### config.mk
export PLATFORM = sky130hd
export DESIGN_NAME = interface_de_saida
export DESIGN_NICKNAME = d
export VERILOG_FILES = /design/src/rtl/interface_de_saida.sv
export SDC_FILE = /design/constraint.sdc
export NUM_CORES = 1
export LEC_CHECK = 0
export ABC_AREA = 0
export CORE_ASPECT_RATIO = 1.25
export CORE_UTILIZATION = 58
export DETAILED_ROUTE_END_ITERATION = 7
export HOLD_SLACK_MARGIN = 0.06
export MAX_ROUTING_LAYER = met4
export PLACE_DENSITY_LB_ADDON = 0.05
export RECOVER_POWER = 50
export SETUP_SLACK_MARGIN = 0.3
export SKIP_LAST_GASP = 1
export SLEW_MARGIN = 20
export SYNTH_ARGS = -nofsm -noshare
export SYNTH_HDL_FRONTEND = slang
export SYNTH_SLANG_ARGS = --single-unit
### constraint.sdc
create_clock -name clock -period 3.01 [get_ports clock]
set_input_delay 0.4515 -clock clock [delete_from_list [all_inputs] [get_ports clock]]
set_output_delay 0.4515 -clock clock [all_outputs]
set_load 0.1 [all_outputs]
### src/rtl/interface_de_saida.sv
// Output interface: converts the counter value to two 7-segment digits through a
// double-dabble FSM and drives a PWM LED whose duty cycle tracks the displayed value.
module interface_de_saida (
    input  logic       clock,
    input  logic       reset,
    input  logic [6:0] valor,
    input  logic       pulso,
    output logic [6:0] display_ls,
    output logic [6:0] display_ms,
    output logic       led,
    output logic       ocupado
);

    localparam int unsigned VALOR_W = 7;
    localparam int unsigned BCD_W   = 8;
    localparam int unsigned SR_W    = BCD_W + VALOR_W;
    localparam int unsigned ITER_W  = 3;

    localparam logic [VALOR_W-1:0] VALOR_MAX   = VALOR_W'(99);
    localparam logic [ITER_W-1:0]  ULTIMA_ITER = ITER_W'(6);
    localparam logic [6:0]         SEG_BLANK   = 7'b1111111;
    localparam logic [6:0]         SEG_ZERO    = 7'b1000000;

    typedef enum logic [1:0] {
        OCIOSO   = 2'd0,
        CONVERTE = 2'd1,
        ATUALIZA = 2'd2
    } estado_t;

    estado_t              estado;
    logic [VALOR_W-1:0]   valor_atual;
    logic [VALOR_W-1:0]   valor_clamp;
    logic [SR_W-1:0]      sr;
    logic [SR_W-1:0]      sr_adj;
    logic [SR_W-1:0]      sr_next;
    logic [ITER_W-1:0]    iter;
    logic [VALOR_W-1:0]   duty_pendente;
    logic [VALOR_W-1:0]   duty_ativo;
    logic [VALOR_W-1:0]   contador_pwm;
    logic [6:0]           seg_ls;
    logic [6:0]           seg_ms;

    // Active-low gfedcba encoding of one BCD digit
    function automatic logic [6:0] seg7(input logic [3:0] d);
        case (d)
            4'd0:    seg7 = 7'b1000000;
            4'd1:    seg7 = 7'b1111001;
            4'd2:    seg7 = 7'b0100100;
            4'd3:    seg7 = 7'b0110000;
            4'd4:    seg7 = 7'b0011001;
            4'd5:    seg7 = 7'b0010010;
            4'd6:    seg7 = 7'b0000010;
            4'd7:    seg7 = 7'b1111000;
            4'd8:    seg7 = 7'b0000000;
            4'd9:    seg7 = 7'b0010000;
            default: seg7 = SEG_BLANK;
        endcase
    endfunction

    always_comb begin
        valor_clamp = (valor > VALOR_MAX) ? VALOR_MAX : valor;
    end

    // One double-dabble step: add 3 to any BCD nibble >= 5, then shift left
    always_comb begin
        sr_adj = sr;
        if (sr[10:7] >= 4'd5) begin
            sr_adj[10:7] = sr[10:7] + 4'd3;
        end
        if (sr[14:11] >= 4'd5) begin
            sr_adj[14:11] = sr[14:11] + 4'd3;
        end
        sr_next = {sr_adj[SR_W-2:0], 1'b0};
    end

    always_comb begin
        seg_ls = seg7(sr[10:7]);
        seg_ms = (sr[14:11] == 4'd0) ? SEG_BLANK : seg7(sr[14:11]);
    end

    always_ff @(posedge clock) begin
        if (reset) begin
            estado        <= OCIOSO;
            ocupado       <= 1'b0;
            valor_atual   <= '0;
            sr            <= '0;
            iter          <= '0;
            duty_pendente <= '0;
            duty_ativo    <= '0;
            contador_pwm  <= '0;
            led           <= 1'b0;
            display_ls    <= SEG_ZERO;
            display_ms    <= SEG_BLANK;
        end else begin
            case (estado)
                OCIOSO: begin
                    if (valor_clamp != valor_atual) begin
                        valor_atual <= valor_clamp;
                        sr          <= {BCD_W'(0), valor_clamp};
                        iter        <= '0;
                        estado      <= CONVERTE;
                        ocupado     <= 1'b1;
                    end
                end
                CONVERTE: begin
                    sr   <= sr_next;
                    iter <= iter + ITER_W'(1);
                    if (iter == ULTIMA_ITER) begin
                        estado <= ATUALIZA;
                    end
                end
                ATUALIZA: begin
                    display_ls    <= seg_ls;
                    display_ms    <= seg_ms;
                    duty_pendente <= valor_atual;
                    estado        <= OCIOSO;
                    ocupado       <= 1'b0;
                end
                default: begin
                    estado  <= OCIOSO;
                    ocupado <= 1'b0;
                end
            endcase

            // Duty only changes at the period boundary so no period is truncated
            if (pulso) begin
                if (contador_pwm == VALOR_MAX) begin
                    contador_pwm <= '0;
                    duty_ativo   <= duty_pendente;
                end else begin
                    contador_pwm <= contador_pwm + VALOR_W'(1);
                end
            end

            led <= (contador_pwm < duty_ativo);
        end
    end

endmodule

==> impl_summary.txt, run 1 <==
----------------------------------------------------
[Status]
  Run status ... complete, no violations

[Die]
  Die ar. ... around 6200 um^2
  Starting utilization of the core area ... 0.6141
  Die Y-Extent ... between 80 and 90 um
  Die width ... between 70 and 80 um
  I/O pin total ... 26
  FP Rows ... 30
  Area of the core ... about 5500 um^2

[Min path]
  Path category of the worst min-delay check ... flop to flop
  Hold path depth ... 2

[Timing]
  Final setup vio count ... 0
  Final worst setup slack ... ~0.35 ns
  Max Clock Freq ... around 380 MHz
  Final hold viol count ... 0
  Final clock period utilization by the worst path ... 0.8841
  Unrepaired setup endpoints after global routing ... yes
  Tightest hold margin ... 0.4503 ns
  Worst slew margin relative to its limit ... 0.2250
  Max Clock Skew ... approximately 0.010 ns
  Max-slew violation count ... 0
  Post-layout minimum cycle time ... approximately 2.7 ns
  Post-Route Setup TNS ... 0 ns
  Transition time at the pin with the least slew margin ... ~1.2 ns

[CTS]
  TritonCTS clock tree ... built
  Post-CTS Hold Buffers ... 0
  H-tree depth reported by CTS ... 3
  Clock network latency to the later pin of the worst-skew pair ... roughly 0.35 ns
  Master cell of the clock root buffer ... sky130_fd_sc_hd__clkbuf_8
  Worst-case clock buffer depth ... 2
  Clock buffers created by TritonCTS ... 9
  Clock transition at the registers of the reported paths ... ~0.08 ns
  # clock sinks ... between 70 and 80

[Setup path]
  Chain of cells forming the critical path ... dlygate4sd2_1 > o311a_4 > nor2_2 > xnor2_1 > o41ai_2 > buf_4 > a21oi_2 > nor2_2 > inv_1 > ha_1 > mux2_2 > a221oi_2
  Worst R2R Setup Slack ... between 0.4 and 0.5 ns
  Critical-path cell with the highest stage delay ... sky130_fd_sc_hd__o311a_4
  Worst setup EP type ... flop
  Cell depth of the worst setup path ... 12
  Data arrival time at the worst-slack endpoint ... 2.91 ns
  CP startpoint kind ... input port
  Worst R2R Path Depth ... 11
  Largest stage delay on the critical path ... just over 0.4 ns
  Critical Path Most Common Cell ... sky130_fd_sc_hd__nor2_2
  Category of the most critical setup path ... input port to flop
  Required time of the critical path ... between 3 and 4 ns
  Largest delay contributor family on the critical path ... compound AO/OA/AOI/OAI gates
  Buf/Inv on CP ... 3
  Critical path fanouts, max ... 4

[Synth]
  Most area-consuming cells after synthesis ... sky130_fd_sc_hd__dfxtp_1, sky130_fd_sc_hd__ha_1, sky130_fd_sc_hd__a21oi_1
  Count of different cell masters after synthesis ... 51
  Combined area of all synthesized cells ... approximately 3400 um^2
  Net count after synthesis ... 417
  Cell type with the highest aggregate area in the netlist ... sky130_fd_sc_hd__dfxtp_1
  Top post-synthesis cells by count ... sky130_fd_sc_hd__dfxtp_1, sky130_fd_sc_hd__nor2_1, sky130_fd_sc_hd__nand2_1, sky130_fd_sc_hd__a21oi_1, sky130_fd_sc_hd__ha_1
  Synth top area share ... 0.4195
  Synth async-reset ratio ... 0
  Share of the yosys chip area belonging to registers ... 0.4195
  Mean area per synthesized cell ... roughly 9 um^2
  Number of enable flip-flop cells after synthesis ... 0
  Synthesis-stage register bit count ... 71
  Synth Warn # ... 0
  Cells after synthesis ... roughly 390
  Most frequent cell after synthesis ... sky130_fd_sc_hd__dfxtp_1
  Synth Flop Type ... sky130_fd_sc_hd__dfxtp_1

[Detailed routing]
  DR WL/cell ... approximately 14 um
  Post-route DRC ... 0
  Number of nets with antenna violations after detailed routing ... 0
  Pre-antenna DRT Iters ... 4
  Number of vias per cell ... ~5.6
  Final wirelength ... between 6000 and 7000 um
  DRC marker count from the first detailed-route iteration ... around 150
  Number of vias after detailed routing ... about 2,800

[Cells and area]
  Fin cells ... just under 500
  Multi-input gate area ... 1831 um^2
  Layout overhead on the synthesized area ... 16.03%
  Design Area, Final ... ~3900 um^2
  Layout filler cell count ... approximately 470
  Fraction of layout cells with a size suffix above 1 ... 0.1375
  Number of antenna cells inserted ... 0
  Post-layout nets ... around 460
  Area used by sequential logic in the layout ... about 1400 um^2

[Pwr]
  Static Leak ... around 1.5 nW
  Cell Pwr Density ... between 400 and 500 nW/um^2
  Largest vdd supply drop ... roughly 0.00036 V

[Place]
  Worst-case setup slack after placement ... -0.2594 ns
  GPL Wtd Cong ... approximately 0.9
  Dpl hpwl ... around 4800 um
  Placed cell count ... 476
  Dpl cell area ... roughly 3800 um^2
  Port Buf Inserts ... 25

[Job]
  # Max-Cap Violations ... 0

[Global routing]
  First-pass GRT wire length ... around 12,000 um
  Pin count of the biggest net entering global routing ... 59
  Antenna violations before repair ... 0
  Remaining global-route overflow ... 0
  All-Layer GR Usage ... 0.2496
  Vias in the first global route ... ~2,600

----------------------------------------------------
==> per-layer routing <==
metal	vias up	GRT usage	wire length, um
met1	1287	0.2909	3124
met2	54	0.4104	3424
li1	1408	-	-
met4	0	0.09636	89
met3	9	0.06597	239
met5	-	-	0
==> cell type report <==
| cell class | count | share of cell area |
|---|---|---|
| multi-input combinational | 274 | 0.4656 |
| timing repair buffer | 49 | 0.08020 |
| clock buffer | 10 | 0.03246 |
| tap | 64 | 0.02037 |
| clock inverter | 6 | 0.02164 |
| inverter | 19 | 0.01814 |
| sequential | 71 | 0.3616 |
==> power breakdown <==
| part | internal, mW | switching, mW | total, mW |
|---|---|---|---|
| logic | 0.0667 | 0.0936 | 0.160 |
| registers | 0.961 | 0.0226 | 0.983 |
| clock network | 0.464 | 0.354 | 0.818 |
==> final timing paths <==
kind,endpoint,from
worst min-delay path,display_ms[2],flop
worst max-delay path,flop,valor[2]
worst max register to register,flop,valor_atual[3]
worst min register to register,display_ms[2],flop
==> per-stage QoR <==
stage          utilization  total power, mW
2_1_floorplan            -            1.111
3_3_place_gp        0.6807            1.160
3_5_place_dp        0.6807            1.164
4_1_cts             0.7220            1.977
5_1_grt             0.7125            2.031
6_report            0.7125            1.961
==> flip-flops by register name, summed over array words and instances (netlist names), named ones only <==
register       count
sr                15
contador_pwm       7
display_ls         7
display_ms         7
duty_ativo         7
duty_pendente      7
valor_atual        7
iter               3
estado             2
led                1
ocupado            1
==> worst register-to-register path, delay by kind of cell, from the launching register on <==
family | cells | cell delay, ns
AO/OA/AOI/OAI | 4 | 0.69
flip-flops | 1 | 0.36
XOR/XNOR | 1 | 0.21
multiplexers | 1 | 0.27
AND/OR/NAND/NOR | 2 | 0.43
buffers and inverters | 2 | 0.31
adder cells (fa/ha/maj) | 1 | 0.21
==> what timing repair did <==
item / 4_1_cts / 5_1_grt
pin swaps: 8 / 2
setup buffers: 0 / 1
cloned: 0 / 0
endpoints found under the hold margin: 0 / 0
setup endpoints to repair: 6 / 5
gates resized for setup: 9 / 4
==> cells by family (layout without fill, tap and decap cells) <==
family	count (synthesis)	after routing	share of synthesized area
XOR/XNOR	15	15	0.03878
AND/OR/NAND/NOR	136	136	0.1935
flip-flops	71	71	0.4195
AO/OA/AOI/OAI	88	88	0.1784
adder cells (fa/ha/maj)	21	21	0.07755
multiplexers	14	14	0.04173
buffers and inverters	41	84	0.05059
==> cells in the final DEF, fill, tap and decap left out, types with 2 or more instances in the layout <==
cell | Yosys | final
sky130_fd_sc_hd__buf_4 | 2 | 22
sky130_fd_sc_hd__nand2b_1 | 18 | 18
sky130_fd_sc_hd__clkbuf_8 | 0 | 9
sky130_fd_sc_hd__clkbuf_1 | 17 | 18
sky130_fd_sc_hd__a222oi_1 | 2 | 2
sky130_fd_sc_hd__o21ai_1 | 2 | 2
sky130_fd_sc_hd__nor2_4 | 1 | 2
sky130_fd_sc_hd__o22ai_1 | 8 | 8
sky130_fd_sc_hd__nor3_1 | 7 | 5
sky130_fd_sc_hd__or3_1 | 3 | 3
sky130_fd_sc_hd__a211oi_1 | 3 | 3
sky130_fd_sc_hd__nand3_1 | 3 | 3
sky130_fd_sc_hd__nor4_2 | 1 | 2
sky130_fd_sc_hd__nor2_1 | 48 | 45
sky130_fd_sc_hd__inv_1 | 19 | 18
sky130_fd_sc_hd__clkdlybuf4s50_1 | 0 | 3
sky130_fd_sc_hd__a21oi_1 | 38 | 38
sky130_fd_sc_hd__clkinv_2 | 0 | 2
sky130_fd_sc_hd__nand2_1 | 39 | 39
sky130_fd_sc_hd__clkbuf_2 | 0 | 2
sky130_fd_sc_hd__bufinv_16 | 0 | 2
sky130_fd_sc_hd__xor2_1 | 6 | 6
sky130_fd_sc_hd__a221oi_2 | 2 | 2
sky130_fd_sc_hd__dlygate4sd2_1 | 0 | 4
sky130_fd_sc_hd__nor3_2 | 0 | 2
sky130_fd_sc_hd__nor2_2 | 0 | 2
sky130_fd_sc_hd__nand4_1 | 4 | 4
sky130_fd_sc_hd__a22oi_1 | 5 | 5
sky130_fd_sc_hd__o211ai_1 | 2 | 2
sky130_fd_sc_hd__o21ai_0 | 8 | 8
sky130_fd_sc_hd__clkinvlp_4 | 0 | 2
sky130_fd_sc_hd__dfxtp_1 | 71 | 71
sky130_fd_sc_hd__a21o_1 | 6 | 6
sky130_fd_sc_hd__mux2i_1 | 13 | 13
sky130_fd_sc_hd__ha_1 | 21 | 21
sky130_fd_sc_hd__xnor2_1 | 9 | 9
sky130_fd_sc_hd__nor2b_1 | 3 | 3
(Power assumes the default switching activity.)
==> inputs of run 2 (changes only) <==
--- a/config.mk
+++ b/config.mk
@@ -15,7 +15,7 @@
 export RECOVER_POWER = 50
 export SETUP_SLACK_MARGIN = 0.3
 export SKIP_LAST_GASP = 1
-export SLEW_MARGIN = 20
+export SLEW_MARGIN = 10
 export SYNTH_ARGS = -nofsm -noshare
 export SYNTH_HDL_FRONTEND = slang
 export SYNTH_SLANG_ARGS = --single-unit
==> results of run 2 <==
Final layout, timing and power as in run 1 (identical DEF).
==> inputs of run 3 (changes only) <==
--- a/config.mk
+++ b/config.mk
@@ -6,8 +6,10 @@
 export NUM_CORES = 1
 export LEC_CHECK = 0
 export ABC_AREA = 0
+export CELL_PAD_IN_SITES_DETAIL_PLACEMENT = 1
+export CELL_PAD_IN_SITES_GLOBAL_PLACEMENT = 1
 export CORE_ASPECT_RATIO = 1.25
-export CORE_UTILIZATION = 58
+export CORE_UTILIZATION = 48
 export DETAILED_ROUTE_END_ITERATION = 7
 export HOLD_SLACK_MARGIN = 0.06
 export MAX_ROUTING_LAYER = met4
==> constraint.sdc (replaced) <==
create_clock -name clock -period 3.4 [get_ports clock]
set_input_delay 0.51 -clock clock [delete_from_list [all_inputs] [get_ports clock]]
set_output_delay 0.51 -clock clock [all_outputs]
set_load 0.1 [all_outputs]
==> run 3 against run 2 <==
Compared with the run above: hold slack is essentially flat; sequential power shrank 11%; largest cell class unchanged; total power shrank 17%; clock skew shrank 0.0057 ns; final area grew 0.32%; sequential cell count is the same; first-iteration DRC count shrank 20%.
==> impl_summary.txt, run 3 (synthesis results as in run 1) <==
----------------------------------------------------
[Setup path]
  Critical-path cell with the highest stage delay ... sky130_fd_sc_hd__o32ai_1
  Worst R2R Setup Slack ... about 0.60 ns
  Largest delay contributor family on the critical path ... compound AO/OA/AOI/OAI gates
  CP startpoint kind ... input port
  Critical path fanouts, max ... 7
  Worst setup EP type ... flop
  Chain of cells forming the critical path ... dlygate4sd2_1 > nand2_1 > and4b_1 > o32ai_1 > o41ai_2 > buf_4 > a21oi_1 > nor2_2 > inv_1 > ha_1 > nor4b_2 > a211oi_1
  Category of the most critical setup path ... input port to flop
  Data arrival time at the worst-slack endpoint ... 3.24 ns
  Required time of the critical path ... about 3.6 ns
  Buf/Inv on CP ... 3
  Largest stage delay on the critical path ... roughly 0.5 ns

[Cells and area]
  Commonest non-fill, non-tap cells in the layout ... sky130_fd_sc_hd__dfxtp_1, sky130_fd_sc_hd__nor2_1, sky130_fd_sc_hd__nand2_1, sky130_fd_sc_hd__a21oi_1, sky130_fd_sc_hd__ha_1
  Reg with most FFs ... sr
  Layout overhead on the synthesized area ... 16.40%
  Max reg flops ... 15
  Fraction of layout cells with a size suffix above 1 ... 0.09524
  Post-layout nets ... ~450
  Utilization of the core after routing ... 0.5896
  Commonest non-fill, non-tap cell in the layout ... sky130_fd_sc_hd__dfxtp_1
  Number of antenna cells inserted ... 0
  Layout filler cell count ... 795

[Pwr]
  Largest vdd supply drop ... roughly 0.00026 V
  Static Leak ... approximately 1.5 nW
  Tot Pwr ... ~1.6 mW
  Cell Pwr Density ... 413.2 nW/um^2

[Timing]
  Final worst setup slack ... ~0.39 ns
  Worst slew margin relative to its limit ... 0.1680
  Final hold viol count ... 0
  Unrepaired setup endpoints after global routing ... no
  Max Clock Freq ... approximately 330 MHz
  Post-layout minimum cycle time ... around 3 ns
  Final setup vio count ... 0
  Final clock period utilization by the worst path ... 0.8840
  Max-slew violation count ... 0
  Transition time at the pin with the least slew margin ... 1.248 ns
  Max Clock Skew ... 0.004777 ns

[Detailed routing]
  Number of vias after detailed routing ... about 2,800
  Number of vias per cell ... 5.446
  DRC marker count from the first detailed-route iteration ... approximately 120
  Final wirelength ... 7527 um
  DR WL/cell ... around 15 um
  Post-route DRC ... 0
  Pre-antenna DRT Iters ... 4
  Number of nets with antenna violations after detailed routing ... 0

[CTS]
  H-tree depth reported by CTS ... 3
  Clock network latency to the later pin of the worst-skew pair ... 0.35 ns
  # clock sinks ... 71
  Worst-case clock buffer depth ... 2
  Master cell of the clock root buffer ... sky130_fd_sc_hd__clkbuf_8
  Clock transition at the registers of the reported paths ... around 0.070 ns
  Clock buffers created by TritonCTS ... 9
  TritonCTS clock tree ... built

[Global routing]
  Pin count of the biggest net entering global routing ... between 60 and 70
  Remaining global-route overflow ... 0
  First-pass GRT wire length ... 12,800 um
  Antenna violations before repair ... 0
  All-Layer GR Usage ... 0.2311
  Vias in the first global route ... around 2,800

[Die]
  Area of the core ... 6689 um^2
  Starting utilization of the core area ... 0.5065
  FP Rows ... 33
  Die ar. ... between 7000 and 8000 um^2
  I/O pin total ... 26
  Die width ... between 70 and 80 um
  Die Y-Extent ... 95.94 um

[Place]
  Worst-case setup slack after placement ... -0.08775 ns
  Port Buf Inserts ... 25
  GPL Wtd Cong ... ~0.86
  Dpl hpwl ... around 5300 um

[Min path]
  Path category of the worst min-delay check ... flop to flop

[Status]
  Run status ... complete, no violations

[Job]
  # Max-Cap Violations ... 0

----------------------------------------------------
[run 3: cell count changes in the layout (fill, tap and decap cells not counted), moves of 2 or more]
cell                              before  now
sky130_fd_sc_hd__dlygate4sd2_1         4    1
sky130_fd_sc_hd__buf_4                22   12
sky130_fd_sc_hd__clkdlybuf4s50_1       3   19
sky130_fd_sc_hd__nor3_2                2    0
sky130_fd_sc_hd__clkbuf_8              9   12
sky130_fd_sc_hd__nor3_1                5    7
sky130_fd_sc_hd__clkbuf_1             18    4
sky130_fd_sc_hd__bufinv_16             2    0
sky130_fd_sc_hd__dlymetal6s2s_1        0    3
[run 3: worst reg2reg max path, stage by stage (launching register included)]
cell,delay [ns]
sky130_fd_sc_hd__dfxtp_1,0.43
sky130_fd_sc_hd__nor2b_1,0.09
sky130_fd_sc_hd__and4b_1,0.20
sky130_fd_sc_hd__o32ai_1,0.49
sky130_fd_sc_hd__o41ai_2,0.13
sky130_fd_sc_hd__buf_4,0.18
sky130_fd_sc_hd__a21oi_1,0.32
sky130_fd_sc_hd__nor2_2,0.08
sky130_fd_sc_hd__inv_1,0.12
sky130_fd_sc_hd__ha_1,0.26
sky130_fd_sc_hd__nor4b_2,0.29
sky130_fd_sc_hd__a211oi_1,0.08
[run 3: stage by stage]
step / area, um^2 / hold WS, ns / TNS [ns] / cells
final: 3944 / 0.4507 / 0 / 507
after floorplan: 3388 / 0.4220 / 0 / 386
after global placement: 3752 / 0.4242 / 0 / 490
after global routing: 3944 / 0.4723 / 0 / 507
after CTS: 3940 / 0.3934 / 0 / 505
after detailed placement: 3752 / 0.4344 / -0.1725 / 490
[run 3: final timing paths]
| check | startpoint | endpoint | cells past startpoint |
|---|---|---|---|
| worst max register to register | valor_atual[2] | flop | 11 |
| worst min register to register | flop | display_ms[0] | 2 |
| worst max-delay path | valor[5] | flop | 12 |
| worst min-delay path | flop | display_ms[0] | 2 |
[run 3: where the power goes]
group	leakage [nW]	switching, mW	internal (mW)
registers	0.576	0.0194	0.851
logic	0.831	0.0817	0.0561
clock network	0.0942	0.304	0.318
total	1.50	0.405	1.22
[run 3: cell type report]
class	count	area [um^2]	area share
clock inverter	3	17.52	0.004442
sequential	71	1421	0.3604
clock buffer	12	165.2	0.04188
multi-input combinational	274	1803	0.4572
inverter	19	71.32	0.01808
timing repair buffer	41	356.6	0.09042
tap	87	108.9	0.02760
[run 3: timing repair]
item,4_1_cts,5_1_grt
resized for setup,2,8
setup buffers,0,2
hold buffers,0,0
hold endpoints to repair,0,0
pin swaps,0,2
endpoints found under the setup margin,2,4
[run 3: per-layer routing]
metal  vias up  track usage  share of wire
met4         0      0.08805          0.013
met1      1330       0.2482           0.44
met2        36       0.4041           0.52
li1       1384            -              -
met5         -            -              0
met3        11      0.06730          0.032
